===== config.mk =====
export PLATFORM = sky130hd
export DESIGN_NAME = video_timing_gen
export DESIGN_NICKNAME = d
export VERILOG_FILES = /design/src/rtl/video_timing_pkg.sv /design/src/rtl/video_axis_counter.sv /design/src/rtl/video_timing_gen.sv
export SDC_FILE = /design/constraint.sdc
export NUM_CORES = 1
export LEC_CHECK = 0
export CAP_MARGIN = 20
export CORE_ASPECT_RATIO = 2
export CORE_UTILIZATION = 55
export CTS_BUF_LIST = sky130_fd_sc_hd__clkbuf_4 sky130_fd_sc_hd__clkbuf_8
export DETAILED_ROUTE_END_ITERATION = 6
export PLACE_DENSITY = 0.93
export SLEW_MARGIN = 20
export SYNTH_ARGS = -nofsm -noshare
export SYNTH_HDL_FRONTEND = slang
export SYNTH_SLANG_ARGS = --single-unit
export TNS_END_PERCENT = 50

===== constraint.sdc =====
create_clock -name i_clk -period 3.15 [get_ports i_clk]
set_input_delay 0.315 -clock i_clk [delete_from_list [all_inputs] [get_ports i_clk]]
set_output_delay 0.315 -clock i_clk [all_outputs]
set_load 0.005 [all_outputs]

===== src/rtl/video_timing_pkg.sv =====
// Shared types and timing constants for the raster timing generator.
// Holds the CEA-861 1080p60 defaults and a reduced set for quick simulation.
package video_timing_pkg;

  typedef logic [15:0] coord_t;

  // CEA-861 1920x1080 @ 60 Hz, 148.5 MHz pixel clock
  localparam int CEA_H_ACTIVE = 1920;
  localparam int CEA_H_FP     = 88;
  localparam int CEA_H_SYNC   = 44;
  localparam int CEA_H_BP     = 148;
  localparam int CEA_V_ACTIVE = 1080;
  localparam int CEA_V_FP     = 4;
  localparam int CEA_V_SYNC   = 5;
  localparam int CEA_V_BP     = 36;

  // Tiny raster so whole frames fit in a short simulation
  localparam int SIM_H_ACTIVE = 16;
  localparam int SIM_H_FP     = 2;
  localparam int SIM_H_SYNC   = 2;
  localparam int SIM_H_BP     = 2;
  localparam int SIM_V_ACTIVE = 8;
  localparam int SIM_V_FP     = 1;
  localparam int SIM_V_SYNC   = 1;
  localparam int SIM_V_BP     = 1;

  localparam int COORD_MAX = 65535;

  function automatic int total(input int active, input int fp, input int sync, input int bp);
    return active + fp + sync + bp;
  endfunction

endpackage


===== src/rtl/video_axis_counter.sv =====
// One raster axis: a wrapping position counter with registered active/sync decodes.
// The decodes are taken from the next-state count so they line up with o_count.
module video_axis_counter
  import video_timing_pkg::*;
#(
  parameter int TOTAL      = 2200,
  parameter int SYNC_START = 2008,
  parameter int SYNC_END   = 2052,
  parameter int ACTIVE     = 1920
) (
  input  logic        i_clk,
  input  logic        i_rst_n,
  input  logic        i_en,
  output logic [15:0] o_count,
  output logic        o_wrap,
  output logic        o_in_active,
  output logic        o_in_sync
);

  localparam coord_t LAST     = coord_t'(TOTAL - 1);
  localparam coord_t ACT_END  = coord_t'(ACTIVE);
  localparam coord_t SYNC_BEG = coord_t'(SYNC_START);
  localparam coord_t SYNC_STP = coord_t'(SYNC_END);

  coord_t count_q, count_d;
  logic   active_q, active_d;
  logic   sync_q, sync_d;

  always_comb begin
    count_d = count_q;
    if (i_en) begin
      count_d = (count_q == LAST) ? '0 : count_q + 16'd1;
    end
    active_d = (count_d < ACT_END);
    sync_d   = (count_d >= SYNC_BEG) && (count_d < SYNC_STP);
  end

  // Reset parks the axis on its last position so the first advance lands on 0
  always_ff @(posedge i_clk) begin
    if (!i_rst_n) begin
      count_q  <= LAST;
      active_q <= 1'b0;
      sync_q   <= 1'b0;
    end else begin
      count_q  <= count_d;
      active_q <= active_d;
      sync_q   <= sync_d;
    end
  end

  assign o_count     = count_q;
  assign o_wrap      = (count_q == LAST);
  assign o_in_active = active_q;
  assign o_in_sync   = sync_q;

endmodule


===== src/rtl/video_timing_gen.sv =====
// Raster timing generator: pixel coordinates, syncs, data-enable and line/frame markers
// for the sprite compositors, with an optional pixel-advance enable.
module video_timing_gen
  import video_timing_pkg::*;
#(
  parameter int   H_ACTIVE = CEA_H_ACTIVE,
  parameter int   H_FP     = CEA_H_FP,
  parameter int   H_SYNC   = CEA_H_SYNC,
  parameter int   H_BP     = CEA_H_BP,
  parameter int   V_ACTIVE = CEA_V_ACTIVE,
  parameter int   V_FP     = CEA_V_FP,
  parameter int   V_SYNC   = CEA_V_SYNC,
  parameter int   V_BP     = CEA_V_BP,
  parameter logic SYNC_POL = 1'b1
) (
  input  logic        i_clk,
  input  logic        i_rst_n,
  input  logic        i_pix_en,
  output logic [15:0] o_x,
  output logic [15:0] o_y,
  output logic        o_h_sync,
  output logic        o_v_sync,
  output logic        o_de,
  output logic        o_line_start,
  output logic        o_frame_start,
  output logic [15:0] o_frame_count
);

  localparam int H_TOTAL = total(H_ACTIVE, H_FP, H_SYNC, H_BP);
  localparam int V_TOTAL = total(V_ACTIVE, V_FP, V_SYNC, V_BP);

  if (H_TOTAL > COORD_MAX || V_TOTAL > COORD_MAX) begin : g_total_range
    $error("video_timing_gen: raster totals exceed the 16-bit coordinate range");
  end

  logic   h_wrap, h_active, h_in_sync;
  logic   v_wrap, v_active, v_in_sync;
  logic   v_en;
  coord_t h_count, v_count;

  assign v_en = i_pix_en && h_wrap;

  video_axis_counter #(
    .TOTAL      (H_TOTAL),
    .SYNC_START (H_ACTIVE + H_FP),
    .SYNC_END   (H_ACTIVE + H_FP + H_SYNC),
    .ACTIVE     (H_ACTIVE)
  ) u_h_axis (
    .i_clk       (i_clk),
    .i_rst_n     (i_rst_n),
    .i_en        (i_pix_en),
    .o_count     (h_count),
    .o_wrap      (h_wrap),
    .o_in_active (h_active),
    .o_in_sync   (h_in_sync)
  );

  // Vertical axis only moves on the x wrap, so v_sync edges fall on x=0
  video_axis_counter #(
    .TOTAL      (V_TOTAL),
    .SYNC_START (V_ACTIVE + V_FP),
    .SYNC_END   (V_ACTIVE + V_FP + V_SYNC),
    .ACTIVE     (V_ACTIVE)
  ) u_v_axis (
    .i_clk       (i_clk),
    .i_rst_n     (i_rst_n),
    .i_en        (v_en),
    .o_count     (v_count),
    .o_wrap      (v_wrap),
    .o_in_active (v_active),
    .o_in_sync   (v_in_sync)
  );

  logic   line_start_q, line_start_d;
  logic   frame_start_q, frame_start_d;
  logic   first_q, first_d;
  coord_t frame_cnt_q, frame_cnt_d;

  // The first frame after reset is frame 0; only later (0,0) entries count
  always_comb begin
    line_start_d  = v_en;
    frame_start_d = v_en && v_wrap;
    first_d       = first_q && !frame_start_d;
    frame_cnt_d   = frame_cnt_q;
    if (frame_start_d && !first_q) begin
      frame_cnt_d = frame_cnt_q + 16'd1;
    end
  end

  always_ff @(posedge i_clk) begin
    if (!i_rst_n) begin
      line_start_q  <= 1'b0;
      frame_start_q <= 1'b0;
      first_q       <= 1'b1;
      frame_cnt_q   <= '0;
    end else begin
      line_start_q  <= line_start_d;
      frame_start_q <= frame_start_d;
      first_q       <= first_d;
      frame_cnt_q   <= frame_cnt_d;
    end
  end

  assign o_x           = h_count;
  assign o_y           = v_count;
  assign o_de          = h_active && v_active;
  assign o_h_sync      = SYNC_POL ? h_in_sync : !h_in_sync;
  assign o_v_sync      = SYNC_POL ? v_in_sync : !v_in_sync;
  assign o_line_start  = line_start_q;
  assign o_frame_start = frame_start_q;
  assign o_frame_count = frame_cnt_q;

endmodule


## Word level (Yosys, flattened, before mapping)

Cells that the tools add are included.

| operators by class | value |
|---|---|
| $add $sub $neg | 3 |
| order comparisons | 6 |
| equal/unequal tests | 2 |
| multiplexer cells | 4 |
| reductions and logical operators | 9 |

Operators with widths:

| kind | number |
|---|---|
| 2-to-1 mux 16 bit | 4 |
| adder 16 x 1 -> 16 bit, second input constant | 3 |
| less-than comparator 16 x 11 -> 1 bit, second input constant | 3 |
| greater-or-equal comparator 16 x 11 -> 1 bit, second input constant | 2 |
| == test 16 x 11 -> 1 bit, second input constant | 1 |
| == test 16 x 12 -> 1 bit, second input constant | 1 |
| less-than comparator 16 x 12 -> 1 bit, second input constant | 1 |
| logical AND 1 bit | 7 |
| logical NOT 1 bit | 2 |

| storage, ports and cells | value |
|---|---|
| flip-flop bits (word level) | 55 |
| output and inout bits | 53 |
| logic and storage cells | 34 |

## Logic depth before layout (Yosys ltp)

Gate-level depths: netlist of run 1.

| logic depth | value |
|---|---|
| depth after elaboration | 5 |
| depth in mapped cells | 10 |

## Modules after synthesis

Synthesis of run 1 repeated with hierarchy kept, for this count alone.

| unflattened totals | value |
|---|---|
| cells, all modules | 397 |
| area total of the unflattened synthesis | 3313.2 sq um |

Modules (own cells, without submodules):

| module | instances | cells an instance | area an instance (sq um) | sequential area each (sq um) |
|---|---|---|---|---|
| video_axis_counter (u_v_axis) | 1 | 160 | 1285.0 | 360.3 |
| video_axis_counter (u_h_axis) | 1 | 141 | 1174.9 | 360.3 |
| video_timing_gen | 1 | 96 | 853.3 | 380.4 |

## Least setup slack after synthesis of run 1

No wires, ideal clock.

| timing | value |
|---|---|
| path kind | flip-flop to flip-flop |
| from | reg u_v_axis.count_q[0] (netlist: u_v_axis.o_count[0]) |
| to | reg u_v_axis.sync_q (netlist: u_v_axis.o_in_sync) |
| data arrival time | 2.145 ns |
| data required time | 3.047 ns |
| setup slack | 0.902 ns |
| cell stages (with the launch flop) | 10 |
| buffers on the path | 1 |
| cell sequence | dfxtp_1 > inv_1 > ha_1 > nor4bb_1 > and4_1 > buf_2 > o211ai_1 > a21oi_1 > and2b_1 > a2111oi_2 |

| on the way | value |
|---|---|
| cells in the longest elaborated chain, start to end | 5 |
| elaborated cells on any way between the ends | 7 |

Ends and longest elaborated chain:

| item | line | source |
|---|---|---|
| from (decl) | video_axis_counter.sv:25 | `coord_t count_q, count_d;` |
| from (signal assigned) | video_axis_counter.sv:45 | `count_q <= count_d;` |
| adder 16 x 1 -> 16 bit or == test 16 x 11 -> 1 bit (tied branches) | video_axis_counter.sv:32 | `count_d = (count_q == LAST) ? '0 : count_q + 16'd1;` |
| 2-to-1 mux 16 bit | video_axis_counter.sv:32 |  |
| 2-to-1 mux 16 bit * | video_axis_counter.sv:31 | `if (i_en) begin` |
| greater-or-equal comparator 16 x 11 -> 1 bit or less-than comparator 16 x 11 -> 1 bit (tied branches) | video_axis_counter.sv:35 | `sync_d = (count_d >= SYNC_BEG) && (count_d < SYNC_STP);` |
| logical AND 1 bit * | video_axis_counter.sv:35 |  |
| to (signal assigned) | video_axis_counter.sv:47 | `sync_q <= sync_d;` |
| to (decl) | video_axis_counter.sv:27 | `logic sync_q, sync_d;` |

Mark *: on every way between the ends. The rest lies on a longest branch, timed or not.
A chain may end at the register's enable or synchronous reset.

## Final worst setup path of run 1

| timing | value |
|---|---|
| from | reg u_v_axis.count_q[0] (netlist: u_v_axis.o_count[0]) |
| to | reg frame_cnt_q[14] (netlist: o_frame_count[14]) |

| on the way | value |
|---|---|
| cells in the longest elaborated chain, start to end | 3 |

Ends and longest elaborated chain:

| item | line | source |
|---|---|---|
| == test 16 x 11 -> 1 bit | video_axis_counter.sv:52 | `assign o_wrap = (count_q == LAST);` |
| logical AND 1 bit | video_timing_gen.sv:82 | `frame_start_d = v_en && v_wrap;` |
| logical AND 1 bit | video_timing_gen.sv:85 | `if (frame_start_d && !first_q) begin` |
| to (signal assigned) | video_timing_gen.sv:100 | `frame_cnt_q <= frame_cnt_d;` |
| to (decl) | video_timing_gen.sv:77 | `coord_t frame_cnt_q, frame_cnt_d;` |

No other way between the ends.

==> qor.yml, run 1 <==
floorplan:
  dieArea_sq_um: 6190
  ios: 56
  die_y_um: 110
  die_w_um: 56.1
  rows: 39
  core_area_sq_um: 5660
  start_util_pct: 57.0
outcome:
  status: "completed"
critical_path:
  required_ns: 3.37
  start_kind: "flip-flop"
  worst-setup-path-type: "flip-flop to flip-flop"
  cp-end-kind: "flip-flop"
  path_max_fanout: 12
  cp_data_arrival_time_ns: 2.98
clock_network:
  post_cts_buffers: 0
  cts_tree: "built"
  cts_hold_buf: 0
  h-tree-depth: 2
  cts.sink_count: 55
  root_buffer: "clkbuf_8"
  cts.reportedPaths.clkPinSlew_ns: 0.10
  cts_resized: 0
  clockBufferDepth: 2
  insertion_delay_ns: 0.32
  cts_made_buffers: 5
yosys:
  synth_area_sq_um: 3220
  ys_seq_area_share_pct: 34.1
  avgSynthCellArea_sq_um: 8.23
  synth-compound-area-share_pct: 12.6
  synth_fa_ha_area_share_pct: 1.55
  ys_seq_elements: 55
  synth_edf_count: 0
  synth_top_family_by_area: "simple AND/OR/NAND/NOR gates"
  ys_types: 57
  syn_inst: 392
  ys_async_sr_fraction_pct: 0
  syn_nets: 399
  yosysWarningCount: 0
  yosys.area_share.simple_pct: 36.1
  synthFlopType: "dfxtp_1"
  synthMuxAreaShare_pct: 1.28
  synth_xor_xnor_area_share_pct: 9.51
global_routing:
  grt_pass1_wl_mm: 14.1
  grt_usage_pct: 28.9
  antenna_found_initial: 0
  grt_overflow_total: 0
  grt_pass1_vias: 2990
  grt_max_degree: 50
sta:
  hold_viol_final: 0
  fin_crit_ns: 2.76
  rsz0062_at_grt: "false"
  finalSetupViolCount: 0
  slew_viol_final: 0
  setup_tns_ns: 0
  tightest_slew_ns: 0.578
  max_freq_mhz: 362
  skew_ns: 0.00598
  slew-limit-headroom_pct: 61.4
  period_share_pct: 87.6
routing:
  firstDrtPassIters: 5
  wl_per_cell_um: 17.1
  viasPerCell: 6.29
  ant_nets: 0
  drc: 0
  num_vias: 3143
  wl_mm: 8.53
  drtIter0Drc: 190
cells_and_area:
  nets: 445
  syn_to_final_growth_pct: 20.7
  post-route-util_pct: 68.8
  final_cell_mix: "dfxtp_1 (55), clkdlybuf4s50_1 (55), nand2_1 (39), and2_1 (26), nand3_1 (26)"
  num_antenna_cells: 0
  drive_above_1_share_pct: 7.06
  nFillCells: 471
place:
  hpwlAfterDp_mm: 6.25
  globalplace.congestion: 1.01
  io_buffers: 55
run:
  drv_cap: 0
pwr:
  power.total_w: 0.00166
  power_density_nw_per_um2: 426
  p_leak_nw: 1.47
  peakVddDrop_uv: 443
worst_hold_path:
  hold_class: "flip-flop to flip-flop"
[registers in the layout, summed over array words and instances (netlist names)]
register and count:
u_h_axis.o_count 16, u_v_axis.o_count 16, u_v_axis.o_in_active 1, o_line_start 1, u_h_axis.o_in_sync 1, first_q 1
o_frame_count 16, o_frame_start 1, u_h_axis.o_in_active 1, u_v_axis.o_in_sync 1
[synth_stat cells (all sizes together), types with 3 or more instances]
master   n  share of area, %
nand3   26               4.0
buf     10               1.7
o211a    3              0.93
a21boi   6               1.4
nor4b    6               1.8
clkbuf  14               1.7
nand4   14               2.9
a31oi    3              0.58
dfxtp   55                34
nor3    10               2.2
and2    26               5.0
nor4    10               2.8
or3      3              0.58
nand2   39               4.5
a21oi    8               1.2
xnor2   20               5.4
inv     12               1.4
and3     9               1.7
o211ai   6               1.4
nor3b    6               1.4
nor4bb   3              0.93
and4     5               1.4
mux2i    3              0.93
nor2    25               2.9
xor2    15               4.1
ha       4               1.6
nor2b    8               1.6
o21ai   18               2.8
[cell type report]
type	count	area [sq um]	area share, %
clock inverters	3	22.5	0.579
repair buffers	63	611	15.7
well taps	61	76.3	1.96
inverters	12	45.0	1.16
flip-flops and latches	55	1100	28.3
multi-input cells	301	1970	50.6
clock buffers	5	68.8	1.77
[worst max-delay path, cell delays in order, from the launching register on]
cell and delay (ns):
dfxtp_1 0.40, inv_1 0.15, ha_1 0.18, nor4bb_1 0.24, and4_1 0.49, nor4b_2 0.30
nand4_2 0.30, nor4_1 0.31, xor2_1 0.11, and2_1 0.18
[final timing paths]
check	start	to	slack [ns]	cells after the start
min	o_frame_count[15]$_SDFFE_PN0P_	o_frame_count[15]$_SDFFE_PN0P_	0.49	2
max	u_v_axis.o_count[0]$_SDFF_PN0_	o_frame_count[14]$_SDFFE_PN0P_	0.39	9
min reg2reg	o_frame_count[15]$_SDFFE_PN0P_	o_frame_count[15]$_SDFFE_PN0P_	0.49	2
max reg2reg	u_v_axis.o_count[0]$_SDFF_PN0_	o_frame_count[14]$_SDFFE_PN0P_	0.39	9
[logic make-up after synthesis]
| group | after synthesis |
|---|---|
| AOI/OAI and AO/OA | 59 |
| DFF | 55 |
| buffers and inverters | 36 |
| adders and majority gates | 4 |
| xor gates and xnor gates | 35 |
| muxes | 4 |
| and+or+nand+nor | 199 |
[where the power goes]
part           total [W]  switching (W)  leakage [nW]  internal (W)
sequential      0.000785      0.0000528         0.446      0.000733
clock           0.000413       0.000251        0.0489      0.000162
combinational   0.000461       0.000261         0.977      0.000200
total            0.00166       0.000565          1.47       0.00109
[layer usage]
metal | part of all wire, % | vias up | wire length (um) | global-route usage (%)
met5 | 0 | - | 0 | 0
met2 | 54 | 145 | 4570 | 53.6
li1 | - | 1487 | - | -
met1 | 36 | 1469 | 3080 | 30.2
met3 | 5.0 | 42 | 424 | 4.67
met4 | 5.3 | 0 | 453 | 17.2
[through the flow]
| stage | setup WS (ns) | hold slack (ns) | cell area, sq um | cells |
|---|---|---|---|---|
| floorplan | 0.902 | 0.462 | 3220 | 392 |
| global placement | 0.372 | 0.454 | 3800 | 492 |
| detailed placement | 0.267 | 0.472 | 3800 | 492 |
| CTS | 0.410 | 0.487 | 3890 | 500 |
| global route | 0.0653 | 0.523 | 3890 | 500 |
| finish | 0.390 | 0.488 | 3890 | 500 |
Power figures use the tool's default switching activity.
==> run 2: changes to the inputs <==
--- a/config.mk
+++ b/config.mk
@@ -10,6 +10,7 @@
 export CORE_UTILIZATION = 55
 export CTS_BUF_LIST = sky130_fd_sc_hd__clkbuf_4 sky130_fd_sc_hd__clkbuf_8
 export DETAILED_ROUTE_END_ITERATION = 6
+export GPL_ROUTABILITY_DRIVEN = 0
 export PLACE_DENSITY = 0.93
 export SLEW_MARGIN = 20
 export SYNTH_ARGS = -nofsm -noshare
==> qor.yml, run 2 (same netlist as run 1, synthesis figures left out) <==
outcome:
  status: "completed"
floorplan:
  rows: 39
  dieArea_sq_um: 6190
  core_area_sq_um: 5660
  ios: 56
  die_y_um: 110
  start_util_pct: 57.0
  die_w_um: 56.1
routing:
  num_vias: 3088
  drtIter0Drc: 154
  drc: 0
  wl_mm: 7.85
  wl_per_cell_um: 15.7
  ant_nets: 0
  firstDrtPassIters: 5
  viasPerCell: 6.18
clock_network:
  post_cts_buffers: 0
  h-tree-depth: 2
  cts.sink_count: 55
  cts_resized: 0
  insertion_delay_ns: 0.33
  cts_made_buffers: 5
  root_buffer: "clkbuf_8"
  clockBufferDepth: 2
  cts_hold_buf: 0
  cts_tree: "built"
  cts.reportedPaths.clkPinSlew_ns: 0.11
place:
  hpwlAfterDp_mm: 5.76
  placed_cells: 492
  io_buffers: 55
pwr:
  sw_frac_of_total_pct: 33.7
  p_leak_nw: 1.47
  power_frac_comb_pct: 27.6
  p_seq_share_pct: 47.6
  peakVddDrop_uv: 399
  p_int_w: 0.00110
  p_clk_share_pct: 24.8
  p_sw_w: 0.000561
  power_density_nw_per_um2: 427
critical_path:
  path_cells: "inv_1 > ha_1 > nor4bb_1 > and4_1 > nor4b_2 > nand4_2 > nor4_1 > xor2_1 > and2_1"
  crit_buf_inv: 1
  cp_top_family: "simple AND/OR/NAND/NOR gates"
  timing.rr.end: "o_frame_count[12]$_SDFFE_PN0P_"
  worst-setup-path-type: "flip-flop to flip-flop"
  worstRegToRegCells: 9
  start_kind: "flip-flop"
  r2r_start: "u_v_axis.o_count[0]$_SDFF_PN0_"
  cp-end-kind: "flip-flop"
  path_max_fanout: 9
  max_stage_delay_ns: 0.40
  rrSetupSlack_ns: 0.45
  crit_path_top_delay_cell: "dfxtp_1"
  cp.depth: 9
  required_ns: 3.39
  cp_data_arrival_time_ns: 2.94
global_routing:
  grt_overflow_total: 0
  grt_pass1_vias: 2897
  antenna_found_initial: 0
  grt_usage_pct: 26.6
  grt_pass1_wl_mm: 13.2
  grt_max_degree: 50
cells_and_area:
  nFillCells: 450
  syn_to_final_growth_pct: 20.8
  drive_above_1_share_pct: 7.06
  final_cell_mix: "dfxtp_1 (55), clkdlybuf4s50_1 (55), nand2_1 (39), and2_1 (26), nand3_1 (26)"
  nets: 445
  num_antenna_cells: 0
  fin_cells: 500
worst_hold_path:
  hp-start: "o_frame_count[15]$_SDFFE_PN0P_"
  worstHoldEndpoint: "o_frame_count[15]$_SDFFE_PN0P_"
  min_delay_path_depth: 2
  hold_class: "flip-flop to flip-flop"
run:
  drv_cap: 0
sta:
  max_freq_mhz: 371
  slew-limit-headroom_pct: 67.9
  slew_viol_final: 0
  fin_crit_ns: 2.70
  tightest_slew_ns: 0.476
  setup_tns_ns: 0
  skew_ns: 0.0110
  finalSetupViolCount: 0
  rsz0062_at_grt: "false"
  hold_viol_final: 0
  period_share_pct: 85.6
==> run 2: metal layers <==
| metal | global-route usage, % | part of all wire, % | up-vias |
|---|---|---|---|
| met1 | 28.1 | 38 | 1449 |
| met4 | 13.8 | 4.3 | 0 |
| met5 | 0 | 0 | - |
| li1 | - | - | 1493 |
| met2 | 49.3 | 53 | 114 |
| met3 | 5.25 | 4.2 | 32 |
==> run 2: power by group through the flow <==
| stage | Sequential, W | Clock [W] | Combinational, W |
|---|---|---|---|
| 6_report | 0.000791 | 0.000412 | 0.000459 |
| 3_5_place_dp | 0.000804 | 0 | 0.000449 |
| 2_1_floorplan | 0.000780 | 0 | 0.000319 |
| 3_3_place_gp | 0.000802 | 0 | 0.000439 |
| 4_1_cts | 0.000788 | 0.000420 | 0.000453 |
| 5_1_grt | 0.000798 | 0.000440 | 0.000505 |
==> run 2: worst min-delay path, cell delays in order (launching register included) <==
cell	delay, ns
dfxtp_1	0.34
nand2_1	0.06
mux2i_1	0.06
==> run 2: final cells by class <==
class / count / area [sq um] / share of cell area [%]
multi-input cells: 301 / 1970 / 50.5
flip-flops and latches: 55 / 1100 / 28.3
repair buffers: 63 / 611 / 15.7
well taps: 61 / 76.3 / 1.96
clock buffers: 5 / 68.8 / 1.77
inverters: 12 / 45.0 / 1.16
clock inverters: 3 / 23.8 / 0.611
==> run 2: how the worst max path moves through the flow <==
stage,startpoint,endpoint,slack (ns)
after CTS,u_v_axis.o_count[0]$_SDFF_PN0_,o_frame_count[12]$_SDFFE_PN0P_,0.46
after detailed placement,i_pix_en,o_frame_count[12]$_SDFFE_PN0P_,0.41
after global placement,i_pix_en,o_frame_count[14]$_SDFFE_PN0P_,0.53
after global routing,u_v_axis.o_count[0]$_SDFF_PN0_,o_frame_count[11]$_SDFFE_PN0P_,0.11
after floorplan,u_v_axis.o_count[0]$_SDFF_PN0_,u_v_axis.o_in_sync$_SDFF_PN0_,0.90
final,u_v_axis.o_count[0]$_SDFF_PN0_,o_frame_count[12]$_SDFFE_PN0P_,0.45
==> run 2: through the flow <==
| step | worst slack [ns] | utilization (%) | cell area [sq um] | hold WS [ns] | power [W] |
|---|---|---|---|---|---|
| floorplan | 0.902 | - | 3220 | 0.462 | 0.00110 |
| finish | 0.452 | 68.8 | 3890 | 0.490 | 0.00166 |
| detailed placement | 0.409 | 67.2 | 3800 | 0.477 | 0.00125 |
| CTS | 0.457 | 68.8 | 3890 | 0.493 | 0.00166 |
| global route | 0.109 | 68.8 | 3890 | 0.524 | 0.00174 |
| global placement | 0.528 | 67.2 | 3800 | 0.457 | 0.00124 |
==> run 3: changes to the inputs <==
--- a/config.mk
+++ b/config.mk
@@ -5,13 +5,13 @@
 export SDC_FILE = /design/constraint.sdc
 export NUM_CORES = 1
 export LEC_CHECK = 0
-export CAP_MARGIN = 20
+export CAP_MARGIN = 30
 export CORE_ASPECT_RATIO = 2
-export CORE_UTILIZATION = 55
+export CORE_UTILIZATION = 50
 export CTS_BUF_LIST = sky130_fd_sc_hd__clkbuf_4 sky130_fd_sc_hd__clkbuf_8
 export DETAILED_ROUTE_END_ITERATION = 6
 export GPL_ROUTABILITY_DRIVEN = 0
-export PLACE_DENSITY = 0.93
+export PLACE_DENSITY = 0.86
 export SLEW_MARGIN = 20
 export SYNTH_ARGS = -nofsm -noshare
 export SYNTH_HDL_FRONTEND = slang
==> qor.yml, run 3 (same netlist as run 1, synthesis figures left out) <==
cells_and_area:
  num_antenna_cells: 0
  final_area_sq_um: 3920
  drive_above_1_share_pct: 6.85
  syn_to_final_growth_pct: 21.5
  nets: 444
  final_cell_mix: "dfxtp_1 (55), clkdlybuf4s50_1 (55), nand2_1 (39), and2_1 (26), nand3_1 (26)"
routing:
  highest_layer: "met4"
  wl_per_cell_um: 16.0
  firstDrtPassIters: 7
  wl_met1_mm: 3.20
  wl_met2_mm: 4.51
  viasPerCell: 5.88
  wl_met3_um: 328
  drc: 2
  drtIter0Drc: 168
  ant_nets: 0
  wl_mm: 8.40
  num_vias: 3079
pwr:
  power_density_nw_per_um2: 421
  p_leak_nw: 1.47
  peakVddDrop_uv: 283
  power.total_w: 0.00165
clock_network:
  insertion_delay_ns: 0.33
  cts.sink_count: 55
  clockBufferDepth: 2
  cts_made_buffers: 5
  cts_tree: "built"
  post_cts_buffers: 0
  cts.reportedPaths.clkPinSlew_ns: 0.10
  root_buffer: "clkbuf_8"
  cts_resized: 0
  cts_hold_buf: 0
  h-tree-depth: 2
global_routing:
  grt_usage_pct: 26.2
  grt_overflow_total: 0
  antenna_found_initial: 0
  grt_pass1_vias: 2892
  grt_pass1_wl_mm: 13.6
  grt_max_degree: 50
place:
  place_area_sq_um: 3820
  io_buffers: 55
  hpwlAfterDp_mm: 6.10
  post-place-ws_ns: 0.279
critical_path:
  cp_data_arrival_time_ns: 3.06
  worst-setup-path-type: "flip-flop to flip-flop"
  path_max_fanout: 12
  cp-end-kind: "flip-flop"
  start_kind: "flip-flop"
  required_ns: 3.38
sta:
  finalSetupViolCount: 0
  slew-limit-headroom_pct: 60.2
  period_share_pct: 89.8
  rsz0062_at_grt: "false"
  fin_crit_ns: 2.83
  tightest_slew_ns: 0.595
  hold_viol_final: 0
  skew_ns: 0.0146
  max_freq_mhz: 354
  setup_tns_ns: 0
  worst_slack_ns: 0.323
  slew_viol_final: 0
floorplan:
  rows: 41
  start_util_pct: 51.5
  dieArea_sq_um: 6790
  ios: 56
  core_area_sq_um: 6260
  die_w_um: 58.8
  die_y_um: 116
worst_hold_path:
  hold_class: "flip-flop to flip-flop"
outcome:
  status: "finished with violations"
  violations: "design-rule violations"
run:
  drv_cap: 0
## run 3: changes by cell type in the layout (fill, tap and decap cells not counted)
cell        previous run  this run
clkinvlp_4             1         0
buf_4                  8         7
clkinv_4               0         2
clkinv_2               1         0
clkbuf_4               0         1
inv_8                  1         0
## run 3: final cells by class
cell class,instances,area (sq um)
sequential,55,1100
fill,566,2340
multi-input combinational,301,1970
clock buffer,6,76.3
clock inverter,2,17.5
timing repair buffer,62,603
tap,86,108
inverter,12,45.0
## run 3: critical path, stage by stage (launching register included)
cell	delay, ns
dfxtp_1	0.40
inv_1	0.15
ha_1	0.17
nor4bb_1	0.25
and4_1	0.50
nor4b_2	0.34
nand4_2	0.29
nor4_2	0.38
xnor2_1	0.09
and2_1	0.16
## run 3: where the power goes
part           internal, W  total (W)  switching (W)  leakage (nW)
Sequential        0.000733   0.000781      0.0000481         0.446
Clock             0.000169   0.000413       0.000244        0.0488
Combinational     0.000192   0.000456       0.000264         0.972
Total              0.00109    0.00165       0.000556          1.47
## run 3: stage by stage
| step | util (%) | hold WS (ns) | cells |
|---|---|---|---|
| final | 62.6 | 0.485 | 524 |
| after global routing | 62.6 | 0.528 | 524 |
| after CTS | 62.6 | 0.490 | 524 |
| after detailed placement | 61.1 | 0.468 | 516 |
| after global placement | 61.1 | 0.454 | 516 |
| after floorplan | - | 0.462 | 392 |
## run 3: path summary, 6_finish.rpt
kind | startpoint | cells after the start | slack [ns] | end
max | u_v_axis.o_count[0]$_SDFF_PN0_ | 9 | 0.32 | o_frame_count[13]$_SDFFE_PN0P_
max reg2reg | u_v_axis.o_count[0]$_SDFF_PN0_ | 9 | 0.32 | o_frame_count[13]$_SDFFE_PN0P_
min reg2reg | o_frame_count[15]$_SDFFE_PN0P_ | 2 | 0.49 | o_frame_count[15]$_SDFFE_PN0P_
min | o_frame_count[15]$_SDFFE_PN0P_ | 2 | 0.49 | o_frame_count[15]$_SDFFE_PN0P_
## run 3: per-layer routing
layer,GRT usage [%],vias to the layer above
li1,-,1484
met1,27.7,1452
met2,46.7,114
met3,4.69,29
met4,15.2,0
met5,0,-
